$ cat src/rtl/kyber_pmul_host_seq.sv
// Host-side sequencer for a single-PE Kyber polynomial multiplier: stages A and B, drives the
// core through FNTT(A), FNTT(B), PWM2, INTT, then reorders and streams the product out.
module kyber_pmul_host_seq #(
    parameter int N   = 256,
    parameter int W   = 12,
    parameter int GAP = 2
) (
    input  logic         clk,
    input  logic         reset,
    input  logic         s_valid,
    output logic         s_ready,
    input  logic [W-1:0] s_data,
    output logic         m_valid,
    input  logic         m_ready,
    output logic [W-1:0] m_data,
    output logic         busy,
    output logic         op_done,
    output logic         load_a_f,
    output logic         load_b_f,
    output logic         read_a,
    output logic         start_ab,
    output logic         start_fntt,
    output logic         start_pwm2,
    output logic         start_intt,
    output logic [W-1:0] core_din,
    input  logic [W-1:0] core_dout,
    input  logic         core_done
);
    localparam int AW = $clog2(N);
    localparam int CW = AW + 1;
    localparam logic [CW-1:0] CNT_N       = CW'(N);
    localparam logic [CW-1:0] CNT_LAST    = CW'(N - 1);
    localparam logic [CW-1:0] CNT_GAPLAST = CW'(GAP - 1);
    localparam logic [CW-1:0] CNT_WAIT    = CW'(GAP + 1);
    localparam logic [CW-1:0] CNT_RDLAST  = CW'(GAP + N);
    localparam logic [AW-1:0] WAIT_LO     = AW'(GAP + 1);

    typedef enum logic [3:0] {
        IDLE, FILL_A, LOAD_A, GAP_A, FILL_B, LOAD_B, GAP_B,
        FNTT_A, FNTT_B, PWM, INTT, READ, DRAIN
    } state_t;

    state_t         state_reg, state_next;
    logic [CW-1:0]  cnt_reg, cnt_next;
    logic           s_ready_reg;
    logic [W-1:0]   buf_mem [N];
    logic [W-1:0]   rd_data_reg;
    logic [AW-1:0]  rd_addr, wr_addr, cap_idx;
    logic [W-1:0]   wr_data;
    logic           wr_en;
    logic           s_xfer;

    assign s_ready = s_ready_reg;
    assign busy    = (state_reg != IDLE);
    assign s_xfer  = s_valid && s_ready_reg;
    // Capture index j maps to core order 0,N/2,1,N/2+1,...: a one-bit rotate of j.
    assign cap_idx = cnt_reg[AW-1:0] - WAIT_LO;

    always_ff @(posedge clk or posedge reset) begin
        if (reset) begin
            state_reg   <= IDLE;
            cnt_reg     <= '0;
            s_ready_reg <= 1'b0;
        end else begin
            state_reg   <= state_next;
            cnt_reg     <= cnt_next;
            s_ready_reg <= (state_next == IDLE) || (state_next == FILL_A) || (state_next == FILL_B);
        end
    end

    always_ff @(posedge clk) begin
        if (wr_en)
            buf_mem[wr_addr] <= wr_data;
        rd_data_reg <= buf_mem[rd_addr];
    end

    always_comb begin
        state_next = state_reg;
        cnt_next   = cnt_reg;
        wr_en      = 1'b0;
        wr_addr    = cnt_reg[AW-1:0];
        wr_data    = s_data;
        rd_addr    = cnt_reg[AW-1:0];
        m_valid    = 1'b0;
        m_data     = '0;
        op_done    = 1'b0;
        load_a_f   = 1'b0;
        load_b_f   = 1'b0;
        read_a     = 1'b0;
        start_ab   = 1'b0;
        start_fntt = 1'b0;
        start_pwm2 = 1'b0;
        start_intt = 1'b0;
        core_din   = '0;
        case (state_reg)
            IDLE, FILL_A, FILL_B: begin
                if (s_xfer) begin
                    wr_en = 1'b1;
                    if (cnt_reg == CNT_LAST) begin
                        state_next = (state_reg == FILL_B) ? LOAD_B : LOAD_A;
                        cnt_next   = '0;
                    end else begin
                        state_next = (state_reg == FILL_B) ? FILL_B : FILL_A;
                        cnt_next   = cnt_reg + CW'(1);
                    end
                end
            end
            LOAD_A, LOAD_B: begin
                // Read data trails the address by one cycle, so the burst occupies cycles 1..N.
                load_a_f = (state_reg == LOAD_A) && (cnt_reg == '0);
                load_b_f = (state_reg == LOAD_B) && (cnt_reg == '0);
                if (cnt_reg != '0)
                    core_din = rd_data_reg;
                if (cnt_reg == CNT_N) begin
                    state_next = (state_reg == LOAD_A) ? GAP_A : GAP_B;
                    cnt_next   = '0;
                end else begin
                    cnt_next = cnt_reg + CW'(1);
                end
            end
            GAP_A, GAP_B: begin
                if (cnt_reg == CNT_GAPLAST) begin
                    state_next = (state_reg == GAP_A) ? FILL_B : FNTT_A;
                    cnt_next   = '0;
                end else begin
                    cnt_next = cnt_reg + CW'(1);
                end
            end
            FNTT_A, FNTT_B, PWM, INTT: begin
                if (cnt_reg == '0) begin
                    start_fntt = (state_reg == FNTT_A) || (state_reg == FNTT_B);
                    start_ab   = (state_reg == FNTT_B);
                    start_pwm2 = (state_reg == PWM);
                    start_intt = (state_reg == INTT);
                end
                // core_done may still be high from the previous operation right after a start.
                if (cnt_reg < CNT_WAIT) begin
                    cnt_next = cnt_reg + CW'(1);
                end else if (core_done) begin
                    cnt_next = '0;
                    case (state_reg)
                        FNTT_A:  state_next = FNTT_B;
                        FNTT_B:  state_next = PWM;
                        PWM:     state_next = INTT;
                        default: state_next = READ;
                    endcase
                end
            end
            READ: begin
                read_a = (cnt_reg == '0);
                if (cnt_reg >= CNT_WAIT) begin
                    wr_en   = 1'b1;
                    wr_addr = {cap_idx[0], cap_idx[AW-1:1]};
                    wr_data = core_dout;
                end
                if (cnt_reg == CNT_RDLAST) begin
                    state_next = DRAIN;
                    cnt_next   = '0;
                    rd_addr    = '0;
                end else begin
                    cnt_next = cnt_reg + CW'(1);
                end
            end
            DRAIN: begin
                m_valid = 1'b1;
                m_data  = rd_data_reg;
                if (m_ready) begin
                    rd_addr = cnt_reg[AW-1:0] + AW'(1);
                    if (cnt_reg == CNT_LAST) begin
                        op_done    = 1'b1;
                        state_next = IDLE;
                        cnt_next   = '0;
                    end else begin
                        cnt_next = cnt_reg + CW'(1);
                    end
                end
            end
            default: begin
                state_next = IDLE;
                cnt_next   = '0;
            end
        endcase
    end
endmodule

$ cat config.mk
export PLATFORM = sky130hd
export DESIGN_NAME = kyber_pmul_host_seq
export DESIGN_NICKNAME = d
export VERILOG_FILES = /design/src/rtl/kyber_pmul_host_seq.sv
export SDC_FILE = /design/constraint.sdc
export NUM_CORES = 2
export LEC_CHECK = 0
export CELL_PAD_IN_SITES_DETAIL_PLACEMENT = 0
export CELL_PAD_IN_SITES_GLOBAL_PLACEMENT = 1
export CORE_UTILIZATION = 35
export DETAILED_ROUTE_END_ITERATION = 12
export PLACE_DENSITY_LB_ADDON = 0.12
export SYNTH_ARGS = -nofsm -noshare
export SYNTH_HDL_FRONTEND = slang
export SYNTH_SLANG_ARGS = --single-unit
export TNS_END_PERCENT = 20
$ cat constraint.sdc
create_clock -name clk -period 8.6 [get_ports clk]
set_input_delay 0.86 -clock clk [delete_from_list [all_inputs] [get_ports clk]]
set_output_delay 0.86 -clock clk [all_outputs]
set_load 0.1 [all_outputs]
[Word level (Yosys, flattened, before mapping)]
Memory sizes are Yosys's and may differ from the RTL's. A register that Yosys moved wholly into a read port is not among the register bits.
Cells that the tools add are included.
Word-level totals
  register bits after elaboration: 14
  bits in writable memories: 3072
  output and inout port bits: 35
  memories kept: 1
Memories
  buf_mem: words 256, width 12, rd ports 1, clocked after memory_dff 1, write ports 1, RTL line 46  | logic [W-1:0] buf_mem [N];
Operators by class
  add/sub/neg operators: 3
  $lt $le $gt $ge: 2
  equal/unequal tests: 21
  muxes and demuxes: 54
  reduce and logical (&&, ||, !) cells: 16
Operators by type and width (number)
  2-to-1 mux 9 bit: 8
  2-to-1 mux 12 bit: 5
  one-hot mux 9 bit (6 select lines): 1
  2-to-1 mux 4 bit: 8
  2-to-1 mux 8 bit: 4
  one-hot mux 4 bit (6 select lines): 1
  == test 4 x 3 -> 1 bit (second input constant): 5
  == test 4 bit (second input constant): 5
  2-to-1 mux 1 bit: 19
  == test 9 bit (second input constant): 2
  one-hot mux 8 bit (2 select lines): 1
  2-to-1 mux 3 bit: 4
  adder 9 x 1 -> 9 bit (second input constant): 1
  == test 9 x 1 -> 1 bit (second input constant): 1
  == test 9 x 8 -> 1 bit (second input constant): 1
  >= comparator 9 x 2 -> 1 bit (second input constant): 1
  zero test 9 bit: 1
  < comparator 9 x 2 -> 1 bit (second input constant): 1
  nonzero test 9 bit: 1
  adder 8 x 1 -> 8 bit (second input constant): 1
  == test 4 x 1 -> 1 bit (second input constant): 2
  == test 4 x 2 -> 1 bit (second input constant): 2
  zero test 4 bit: 2
  subtractor 8 x 2 -> 8 bit (second input constant): 1
  12 further kinds: 18

[Longest topological paths before layout]
  word-level depth: 8
  gate-level depth with buffers: 19
  depth with buffers taken out: 11

[Worst setup path before layout]
Ideal clock, no wire load.
  kind: register to register
  start: register cnt_reg[6]
  end: memory buf_mem[0][10], data pin
  setup time: 0.823 ns
  arrival time: 5.134 ns
  data required time: 7.777 ns
  path slack: 2.644 ns
  stages on the path, launching flop included: 10
  path buffers: 4
  period minus slack after synthesis: 5.956 ns
  cells stage by stage: dfrtp_1 buf_2 or4_1 nor3_2 a21o_1 buf_2 buf_2 buf_1 nand2_1 nand2_1
On the way
  longest elaborated chain between the ends: 3
RTL lines
  start: declaration: RTL line 44  | logic [CW-1:0] cnt_reg, cnt_next;
  start signal: assignment: RTL line 66  | cnt_reg <= cnt_next;
  >= comparator 9 x 2 -> 1 bit: RTL line 151  | if (cnt_reg >= CNT_WAIT) begin
  2-to-1 mux 12 bit: RTL line 151
  2-to-1 mux 12 bit: RTL line 95  | case (state_reg)
  via wr_data[10]: RTL line 49  | logic [W-1:0] wr_data;
  end: declaration: RTL line 46
The timed path passes the listed nets, and every way through them passes these cells.

[Worst setup path after layout]
  start: register state_reg[2]
  end: register rd_data_reg[4], read port of buf_mem
On the way
  longest elaborated chain between the ends: 2
  elaborated cells on any way between the ends: 3
RTL lines
  start: declaration: RTL line 43  | state_t state_reg, state_next;
  start signal: assignment: RTL line 65  | state_reg <= state_next;
  == test 4 bit: RTL line 95
  one-hot mux 8 bit (2 select lines) (*): RTL line 95
  end: declaration: RTL line 47  | logic [W-1:0] rd_data_reg;
Every way passes the cells marked *; elsewhere a longest branch is shown, timed or not.
A chain may end at the register's enable or synchronous reset.

==> run metrics <==
status=completed; clock period minus worst slack=6850 ps; DR vias=72200; Mapped Area=0.123 mm²; WL/cell=31.0 µm; Worst-Margin Slew=1400 ps; Die ar.=0.354 mm²; sequential standard cell area=0.0928 mm²; Slew Limit Fails=0; Die H=595 µm; Mapped Nets=7986; global-route wire length before repair=565 mm; Pwr Density=222 mW/mm²; YS warnings=0; initial DRC count=6991; switching pwr=6.33 mW; clock latency on the worst-skew pair=940 ps; area of the multi-input gates=0.0276 mm²; setup TNS=0 ps; clock network fraction of design power=46.0%; GRT overflow=0; final hold violations=0; Setup CP Type=reg2reg; Site Rows=217; Starting Density=35.2%; internal power=25.0 mW; commonest non-fill, non-tap cell in the layout=edfxtp_1; port bufs=63; Worst Path Arrival=7620 ps; CTS Hold Bufs=0; CTS root buf=clkbuf_16; Fillers=31900; vias in the first global route=70300; synth-to-layout area growth=14.4%; Placed Area=0.130 mm²; total setup buffers inserted after CTS=0; initial antenna violation count=16; pre-CTS setup slack=1590 ps; Largest register FFs=3072; Unique masters post-synth=90; clock slew seen by the registers of the worst setup and hold paths=70 ps; Mapped Avg Cell Area=15.5 µm²; critical path peak fanout=109; Slew Limit Headroom=6.81%; DRT antenna net count=0; commonest non-fill, non-tap cells in the layout=edfxtp_1 (3072), nand2_1 (1036), mux2i_1 (820), a21oi_1 (609), a221oi_1 (411); # resized after CTS=0; top cell type by total area after synthesis=edfxtp_1; CP startpoint kind=register; Final Core Density=40.3%; Final WS setup=1750 ps; total CTS buffers=346; io pins=64; crit share post-route=79.6%; Max clock buf depth=4; gpl congestion=0.820; Die X=595 µm; DR vias/cell=5.55; Min-Delay Path Class=in2async; Post-synth EDFFs=3072; Net Sw Frac=20.2%; CTS tree=built; CTS H-tree depth=5; overall global routing resource usage=22.3%; Max VDD drop=167 µV; FFs w/ async S/R, synth=0.452%; final clock skew=47.0 ps; Detailed Routing Iterations Pass 1=6; ys flop type=edfxtp_1; synth top area cells=edfxtp_1 (75%), mux2i_1 (6.7%), nand2_1 (3.2%); Reg power frac=53.0%; Post-Syn Instances=7949; RSZ-0062 raised after global routing=no; fmax=146 MHz; HPWL Detailed=237 mm; Final Cell Area=0.141 mm²; # DRC=0; largest net degree at the start of global routing=177; total wire length=403 mm; combinational share of power=1.0%; layout cells sized above 1=12.0%; #FFs+latches synth=3098; CP required=9380 ps; nets@finish=8172; share of the synthesized area in the top cell type=74.9%; Worst Setup End Kind=register; worst reg-to-reg path cell count=10; max-cap viol count=0; clk sinks=3098; total leakage power=41.9 nW; core box area=0.350 mm²; setup violators final=0; register area share after synthesis=75.4%
## area by class of cell
| type | instances | area share (%) |
|---|---|---|
| multi-input combinational | 4259 | 19.6 |
| inverter | 18 | 0.0479 |
| tap | 4599 | 4.08 |
| timing repair buffer | 412 | 2.71 |
| clock buffer | 446 | 6.63 |
| clock inverter | 176 | 1.05 |
| sequential | 3098 | 65.9 |
| antenna | 5 | 0.00888 |
## critical path, cell delays in order (launching register included)
cell and delay, ps:
dfrtp_1 770, nor4bb_4 770, and3_1 640, a21o_4 730, buf_12 570, mux2i_1 270, a221oi_1 150, nor4_1 1030
o22ai_1 580, or4_1 730, nor4b_2 230
## routing by layer
layer  vias to the layer above  GRT usage [%]  wire length [µm]
met1                     38000           31.3            180000
met4                         2           6.53             12100
li1                      31600              -                 -
met5                         -              0                13
met3                       467           2.58             19300
met2                      2080           36.3            192000
## synthesized netlist by cell type (all sizes together), types with 7 or more instances
master	count
a211oi	16
edfxtp	3072
dfrtp	14
nand3	227
o31ai	7
nand2	1050
or4	13
a311oi	11
a221o	15
o21ai	48
or2	19
dfxtp	12
a32oi	28
nor4b	10
clkbuf	184
a31oi	32
and2	17
a21oi	612
o41ai	35
nor2	310
a221oi	412
o221ai	15
inv	18
buf	390
nand2b	22
mux2i	820
nor3	55
ha	8
nor4	133
and3	24
o22ai	239
## power by group through the flow
stage / registers, mW / logic [mW] / clock network [mW]
floorplan: 17.0 / 0.112 / 0
global placement: 16.9 / 0.312 / 0
detailed placement: 16.9 / 0.323 / 0
CTS: 16.6 / 0.323 / 14.7
global route: 16.6 / 0.337 / 15.2
finish: 16.6 / 0.315 / 14.4
## worst paths after layout
kind                              start  slack (ps)             end
hold reg to reg              cnt_reg[1]         680      cnt_reg[1]
max in group asynchronous         reset        7760      cnt_reg[1]
min in group clk             cnt_reg[1]         680      cnt_reg[1]
setup / recovery           state_reg[2]        1750  rd_data_reg[4]
hold / removal                    reset         350      cnt_reg[8]
setup reg to reg           state_reg[2]        1750  rd_data_reg[4]
## cells by family after synthesis
group	count (synthesis)	synth area share (%)
compound gates	1522	8.31
buf+inv	592	2.75
fa+ha+maj	8	0.0813
xor+xnor	5	0.0356
simple gates	1904	6.76
flops	3098	75.4
mux	820	6.67
## through the flow
stage / hold slack (ps) / total power [mW] / std cells
2_1_floorplan: 596 / 17.1 / 7949
3_3_place_gp: 655 / 17.2 / 12400
3_5_place_dp: 670 / 17.2 / 12400
4_1_cts: 303 / 31.6 / 13000
5_1_grt: 395 / 32.1 / 13000
6_report: 354 / 31.3 / 13000
Power figures use the tool's default switching activity.
